$ cat src/rtl/core_sequencer.sv
// Multi-cycle instruction sequencer: walks each instruction through fetch, decode, exec,
// optional mem and write, with a per-stage watchdog and halts taken only between instructions.
module core_sequencer #(
   parameter int unsigned TIMEOUT = 1024
) (
   input  logic        clk,
   input  logic        rstn,
   input  logic        run,
   input  logic        halt_req,
   output logic        fetch_enable,
   output logic        decode_enable,
   output logic        exec_enable,
   output logic        mem_enable,
   output logic        write_enable,
   input  logic        fetch_done,
   input  logic        decode_done,
   input  logic        exec_done,
   input  logic        mem_done,
   input  logic        write_done,
   input  logic        decode_is_mem,
   input  logic        decode_is_halt,
   output logic        busy,
   output logic        halted,
   output logic        error,
   output logic [2:0]  err_stage,
   output logic [31:0] instr_count
);

   typedef enum logic [2:0] {
      StIdle, StFetch, StDecode, StExec, StMem, StWrite, StHalted, StError
   } state_e;

   state_e      state_q, state_d;
   logic        is_mem_q, is_halt_q, halt_pend_q;
   logic [15:0] wd_cnt_q;
   logic        in_stage, cur_done, cur_enable, stage_done, wd_fire;
   logic [2:0]  cur_code;

   always_comb begin
      in_stage   = 1'b1;
      cur_done   = 1'b0;
      cur_enable = 1'b0;
      cur_code   = 3'd0;
      case (state_q)
         StFetch:  begin cur_done = fetch_done;  cur_enable = fetch_enable;  cur_code = 3'd1; end
         StDecode: begin cur_done = decode_done; cur_enable = decode_enable; cur_code = 3'd2; end
         StExec:   begin cur_done = exec_done;   cur_enable = exec_enable;   cur_code = 3'd3; end
         StMem:    begin cur_done = mem_done;    cur_enable = mem_enable;    cur_code = 3'd4; end
         StWrite:  begin cur_done = write_done;  cur_enable = write_enable;  cur_code = 3'd5; end
         default:  in_stage = 1'b0;
      endcase
   end

   // A done coinciding with its own enable pulse cannot answer that request yet.
   assign stage_done = cur_done && !cur_enable;
   assign wd_fire    = (TIMEOUT != 0) && in_stage && !stage_done && (32'(wd_cnt_q) == TIMEOUT);

   always_comb begin
      state_d = state_q;
      case (state_q)
         StIdle: begin
            if (halt_req)  state_d = StHalted;
            else if (run)  state_d = StFetch;
         end
         StFetch:  if (stage_done) state_d = StDecode;
         StDecode: if (stage_done) state_d = StExec;
         StExec:   if (stage_done) state_d = is_mem_q ? StMem : StWrite;
         StMem:    if (stage_done) state_d = StWrite;
         StWrite: begin
            if (stage_done) begin
               if (is_halt_q || halt_pend_q || halt_req) state_d = StHalted;
               else if (run)                             state_d = StFetch;
               else                                      state_d = StIdle;
            end
         end
         default: state_d = state_q;
      endcase
      if (wd_fire) state_d = StError;
   end

   always_ff @(posedge clk) begin
      if (!rstn) begin
         state_q       <= StIdle;
         fetch_enable  <= 1'b0;
         decode_enable <= 1'b0;
         exec_enable   <= 1'b0;
         mem_enable    <= 1'b0;
         write_enable  <= 1'b0;
         busy          <= 1'b0;
         halted        <= 1'b0;
         error         <= 1'b0;
         err_stage     <= 3'd0;
         instr_count   <= 32'd0;
         wd_cnt_q      <= 16'd0;
         is_mem_q      <= 1'b0;
         is_halt_q     <= 1'b0;
         halt_pend_q   <= 1'b0;
      end else begin
         state_q       <= state_d;
         fetch_enable  <= (state_d == StFetch)  && (state_q != StFetch);
         decode_enable <= (state_d == StDecode) && (state_q != StDecode);
         exec_enable   <= (state_d == StExec)   && (state_q != StExec);
         mem_enable    <= (state_d == StMem)    && (state_q != StMem);
         write_enable  <= (state_d == StWrite)  && (state_q != StWrite);
         busy          <= state_d inside {StFetch, StDecode, StExec, StMem, StWrite};
         halted        <= (state_d == StHalted);
         error         <= (state_d == StError);
         if (wd_fire) err_stage <= cur_code;

         // Every state change into a stage coincides with its enable pulse.
         if (state_d != state_q) wd_cnt_q <= 16'd0;
         else if (in_stage)      wd_cnt_q <= wd_cnt_q + 16'd1;

         if (state_q == StDecode && stage_done) begin
            is_mem_q  <= decode_is_mem;
            is_halt_q <= decode_is_halt;
         end
         if (state_q == StWrite && stage_done) instr_count <= instr_count + 32'd1;

         if (state_d == StHalted)       halt_pend_q <= 1'b0;
         else if (in_stage && halt_req) halt_pend_q <= 1'b1;
      end
   end

endmodule
$ cat config.mk
export PLATFORM = sky130hd
export DESIGN_NAME = core_sequencer
export DESIGN_NICKNAME = d
export VERILOG_FILES = /design/src/rtl/core_sequencer.sv
export SDC_FILE = /design/constraint.sdc
export NUM_CORES = 1
export LEC_CHECK = 0
export CAP_MARGIN = 20
export CORE_MARGIN = 2
export CORE_UTILIZATION = 35
export DETAILED_ROUTE_END_ITERATION = 10
export PLACE_DENSITY = 0.62
export RECOVER_POWER = 100
export SKIP_CTS_REPAIR_TIMING = 1
export SLEW_MARGIN = 20
export SYNTH_ARGS = -nofsm -noshare
export SYNTH_HDL_FRONTEND = slang
export SYNTH_SLANG_ARGS = --single-unit
$ cat constraint.sdc
create_clock -name clk -period 2.12 [get_ports clk]
set_input_delay 0.424 -clock clk [delete_from_list [all_inputs] [get_ports clk]]
set_output_delay 0.424 -clock clk [all_outputs]
set_load 0.01 [all_outputs]
# After elaboration in Yosys (flattened, before gate mapping)

Cells that the tools add are included.

$add $sub $neg: 2
Eq/ne operators: 19
Multiplexer cells: 16
Bitwise operators: 1
Reductions and logical operators: 20

Operator list:

| cell                    | number |
|---|---|
| $add A32 B1 Y32 const B | 1 |
| $mux W3                 | 9 |
| $eq A3 B3 Y1 const B    | 6 |
| $pmux W3 S6             | 1 |
| $add A16 B1 Y16 const B | 1 |
| $eq A16 B11 Y1 const B  | 1 |
| $pmux W3 S5             | 1 |
| $eq A3 B2 Y1 const B    | 4 |
| $logic_and A1 B1 Y1     | 11 |
| $pmux W1 S5             | 2 |
| $eq A3 B1 Y1 const B    | 2 |
| $ne A3 B2 Y1 const B    | 2 |
| $ne A3 B3 Y1 const B    | 2 |
| $reduce_bool A5 Y1      | 1 |
| $reduce_or A5 Y1        | 1 |
| $reduce_or A2 Y1        | 2 |
| $logic_not A3 Y1        | 1 |
| $mux W1                 | 3 |
| $ne A3 B1 Y1 const B    | 1 |
| $ne A3 B3 Y1            | 1 |
| $logic_not A1 Y1        | 2 |
| $logic_or A1 B1 Y1      | 2 |
| $not A1 Y1              | 1 |

Flip-flop bits (word level): 65
Input port bits: 11
Word-level logic and storage cells: 73

# Longest topological paths before layout

Word-level depth: 10
Mapped depth: 9

# Worst setup path before layout

Ideal clock, no wire load.

Path type: register -> register
From: register state_q[0]
To: register halted
Library setup time: 0.116 ns
Arrival: 2.098 ns
Slack: -0.094 ns
Cell stages (with the launch flop): 7
Path buffers: 0
Period minus slack after synthesis: 2.214 ns
Path through: dfxtp_1 -> mux2_2 -> a22o_1 -> o211ai_4 -> mux2i_1 -> inv_1 -> and3b_1

Word-level cells in the longest chain between the ends: 9
Elaborated cells on any way between the ends: 25
Classes of those cells: 6 x eq/ne; 12 x mux; 7 x reduce/logical

Ends and longest elaborated chain:

| what                                                                | RTL line | RTL |
|---|---|---|
| start: declaration                                                  | 33       | `state_e state_q, state_d;` |
| start signal: assignment                                            | 83       | `state_q <= StIdle;` |
| start signal: assignment                                            | 99       | `state_q <= state_d;` |
| parallel branches: the longest is 7 deep, another holds $pmux W3 S6 | -        |  |
| $mux W3 *                                                           | 78       | `if (wd_fire) state_d = StError;` |
| $eq A3 B3 Y1 *                                                      | 106      | `halted <= (state_d == StHalted);` |
| end signal: assignment                                              | 106      |  |
| end: declaration                                                    | 23       | `output logic halted,` |

Mark *: on every way between the ends.
A chain may end at the register's enable or synchronous reset.

# Worst setup path in the final report

From: register state_q[0]
To: register fetch_enable

Word-level cells in the longest chain between the ends: 10
Elaborated cells on any way between the ends: 27
Classes of those cells: 7 x eq/ne; 12 x mux; 8 x reduce/logical

Ends and longest elaborated chain:

| what                                                                | RTL line | RTL |
|---|---|---|
| parallel branches: the longest is 9 deep, another holds $pmux W3 S6 | -        |  |
| $logic_and A1 B1 Y1 *                                               | 100      | `fetch_enable <= (state_d == StFetch) && (state_q != StFetch);` |
| end signal: assignment                                              | 100      |  |
| end: declaration                                                    | 10       | `output logic fetch_enable,` |

Marks and branches as above.

==> impl.org <==
** Worst setup path
- STA classifies the critical path startpoint as a register.
- Data arrives at the worst endpoint at 2.39 ns.
- Reg2reg path depth :: 7
- R2R setup slack :: -0.03 ns
- Destination of the worst register-to-register timing path :: fetch_enable
- The number of buffers and inverters on the critical path is 1.
- At the worst endpoint, the required time is 2.37 ns.
- The worst register-to-register path begins at state_q[0].
- The worst setup path is captured at a register.
- Traced cell by cell, the critical path runs through mux2_4 > a22o_4 > o211ai_4 > buf_6 > mux2i_4 > nand2_2 > a2111oi_4.
- Dominant delay contributor by cell family on the critical path :: compound AO/OA/AOI/OAI gates
- Slowest cell on crit path :: dfxtp_2
- In this design, the stage delay of the slowest critical-path cell is 0.40 ns.
- In this run the worst path has a maximum fanout of 5.
- By startpoint and endpoint, the worst setup path is classified as register to register.

** Floorplanning
- For this configuration, the core starts out at a cell density of 0.3603.
- Die ar. :: 10310 sq um
- Total I/O pin count :: 54
- Die boundary width :: 101.5 microns
- FP Rows :: 35
- Y dimension of the die :: 101.5 microns
- Core Footprint :: 9240 sq um

** Global routing
- Met2 capacity usage during global routing :: 0.2788
- For met1 alone, demand over resource in global routing was 0.2353.
- For met3 alone, demand over resource in global routing was 0.05038.
- Wire length of the first global-routing pass :: 14.68 mm
- The initial antenna violation count came to 0.
- Maximum number of pins on one net before global-route repair :: 31
- Overall Global Routing Usage :: 0.1777
- The layer flagged by global routing as most heavily used is met2.
- Vias in the first global route :: 3058
- Summed over all layers, the global routing overflow is 0.

** Logic synthesis
- Syn nets :: 396
- Number of synthesized flops with an enable pin :: 0
- Syn_area_per_cell :: 8.716 sq um
- Unique masters post-synth :: 53
- Gate count of the mapped netlist :: 382
- Cell type with the largest total area after synthesis :: dfxtp_1
- For this run, the number of Yosys warnings is 0.
- Leading post-synthesis cells by cell area :: dfxtp_1 39%, xnor2_1 9.2%, nor2_1 5.1%
- Synth top area share :: 0.3908
- FFs w/ async S/R, synth :: 0
- The mapped netlist covers 3329 sq um.
- Among all flip-flop cells after synthesis, the most frequent one is dfxtp_1.
- After synthesis the netlist holds a flip-flop and latch count of 65.
- The share of the Yosys chip area taken by registers is 0.3908.

** CTS
- In this run, CTS created clock tree buffers numbering 9.
- The root buffer cell chosen for the clock tree is clkbuf_8.
- The clock tree synthesis step divided the H-tree into 3 levels.
- Clock latency on the worst-skew pair, taken at its later pin, is 0.35 ns.
- The clock passes through at most 2 buffers.
- Counting every sink on the clock net gives 65.
- TritonCTS built the clock tree.
- Clock-pin slew was measured on the worst setup and hold paths at 0.07 ns.

** Placement
- HPWL reported at the end of detailed placement :: 6.146 mm
- Input and output buffers added on the ports amount to 53.
- Last weighted congestion value of the routability-driven placer :: 0.8940
- Once placement finished, the instance area stood at 4353 sq um.
- After detailed placement, the design holds a cell count of 597.

** Routing
- Routed vias/inst :: 5.162
- Drc violations :: 0
- First-pass iteration count of the detailed router :: 6
- After detailed routing, the average wire length per cell comes to 15.00 microns.
- Number of violations reported at the end of detailed-routing iteration 0 :: 135
- Wires add up to 9.331 mm.
- For this block, the via count after detailed routing is 3211.
- Antenna viol nets, final :: 0

** Layout
- Commonest non-fill, non-tap cell in the layout :: dfxtp_1
- After routing the design area is 4986 sq um.
- The count of cells in the finished layout, fillers not included, comes to 622.
- Compared with the post-synthesis result, the final layout area differs by 49.76%.
- In the layout the commonest cells are 62 x dfxtp_1, 51 x clkdlybuf4s50_1, 50 x buf_4, 45 x nor2_1, 35 x xnor2_1.
- Ratio of cells with drive above 1 in the final layout :: 0.2779
- Diode count :: 0
- At the end of the flow, the number of nets in the layout was 502.

** Hold path
- In this run the most critical hold path is launched from err_stage[1].
- The worst hold path terminates at err_stage[1].
- The worst hold path belongs to the class register to register.
- Hold Crit Depth :: 2

** Timing
- Unrepaired setup endpoints after global routing :: yes
- Derived from the worst setup path, the maximum achievable clock frequency is 465.9 MHz.
- Setup violations remaining at the end of the flow were counted as 4.
- Dividing the final minimum period by the clock period gives 1.013.
- The number of hold violations in the final report came to 0.
- Remaining max-slew budget at the tightest pin :: 0.7650
- The number of max-slew violations in the final report came to 0.
- The worst path in the final design needs a cycle of 2.147 ns, including I/O delays and setup.
- Post-route setup slack :: -0.02651 ns
- Clock skew on the completed layout was measured at 0.01062 ns.
- At the pin with the least slew margin, the transition time is 0.3515 ns.

** Outcome
- The final reports fail on negative setup slack.
- The run finished, with violations left.

** Power and ir drop
- Leak pwr :: 1.723 nW
- The worst-case IR drop observed on VDD is 0.0004368 V.
- Post-layout total power :: 5.134 mW
- Dividing total power by cell area gives a power density of 1030 nW/um^2.

** Job
- Max-cap violations in this run came to 0.
==> cell families (layout without fill, tap and decap cells) <==
| family | count (synthesis) | count (layout) | share of synthesized area |
|---|---|---|---|
| DFF | 65 | 65 | 0.3908 |
| adders and majority gates | 3 | 3 | 0.01128 |
| xor gates and xnor gates | 43 | 43 | 0.1131 |
| AOI/OAI and AO/OA | 56 | 57 | 0.1368 |
| buffers and inverters | 39 | 149 | 0.04772 |
| muxes | 10 | 10 | 0.03119 |
| and+or+nand+nor | 166 | 166 | 0.2691 |
==> where the power goes <==
part / internal (mW) / switching, mW
registers: 1.34 / 0.102
logic: 1.21 / 1.28
clock network: 0.698 / 0.512
total: 3.24 / 1.89
==> per-stage QoR <==
stage	utilization	setup slack, ns	hold slack, ns	setup TNS, ns
2_1_floorplan	-	0.007932	0.4554	0
3_3_place_gp	0.4711	-0.4923	0.4467	-20.71
3_5_place_dp	0.4711	-0.5581	0.4540	-22.46
4_1_cts	0.4957	-0.2884	0.4645	-6.355
5_1_grt	0.5396	-0.1099	0.4853	-2.553
6_report	0.5396	-0.02651	0.4622	-0.06043
==> synth_stat cells (8+ instances only) <==
library cell,n
nor3_1,10
clkbuf_1,14
a21oi_1,11
xor2_1,8
nand4_1,9
nand2_1,24
inv_1,18
xnor2_1,35
nand3_1,12
o21ai_0,9
a211oi_1,17
dfxtp_1,65
and3_1,8
nor2_1,45
nor4_1,22
==> cell type report <==
class	count	area (sq um)
clock inverters	6	90.09
inverters	18	67.56
clock buffers	10	137.6
repair buffers	115	1056
multi-input cells	279	2163
fillers	824	4254
well taps	129	161.4
flip-flops and latches	65	1310
==> worst register-to-register path: stages (launching register included) <==
cell	delay [ns]
dfxtp_2	0.40
mux2_4	0.33
a22o_4	0.25
o211ai_4	0.20
buf_6	0.15
mux2i_4	0.30
nand2_2	0.14
a2111oi_4	0.28
==> registers in the layout, summed over array words and instances, names as in the netlist <==
register and flops:
mem_enable 1, fetch_enable 1, err_stage 3, busy 1
instr_count 32, wd_cnt_q 16, is_halt_q 1, state_q 3
exec_enable 1, write_enable 1, halted 1, halt_pend_q 1
decode_enable 1, is_mem_q 1, error 1
==> routing by layer <==
metal  up-vias  routed length, microns
met1      1530                    4301
met4         0                     109
met2        90                    4318
li1       1582                       -
met3         9                     602
met5         -                       0
==> worst max-delay path by stage <==
stage	cells after the start	end	startpoint	slack, ns
6_report	7	fetch_enable	state_q[0]	-0.03
5_1_grt	8	instr_count[17]	state_q[0]	-0.11
4_1_cts	6	wd_cnt_q[7]	state_q[1]	-0.29
3_5_place_dp	7	wd_cnt_q[5]	decode_done	-0.56
3_3_place_gp	7	wd_cnt_q[11]	mem_done	-0.49
2_1_floorplan	6	halted	state_q[0]	0.008
No activity file was read; power rests on OpenSTA's default activity.
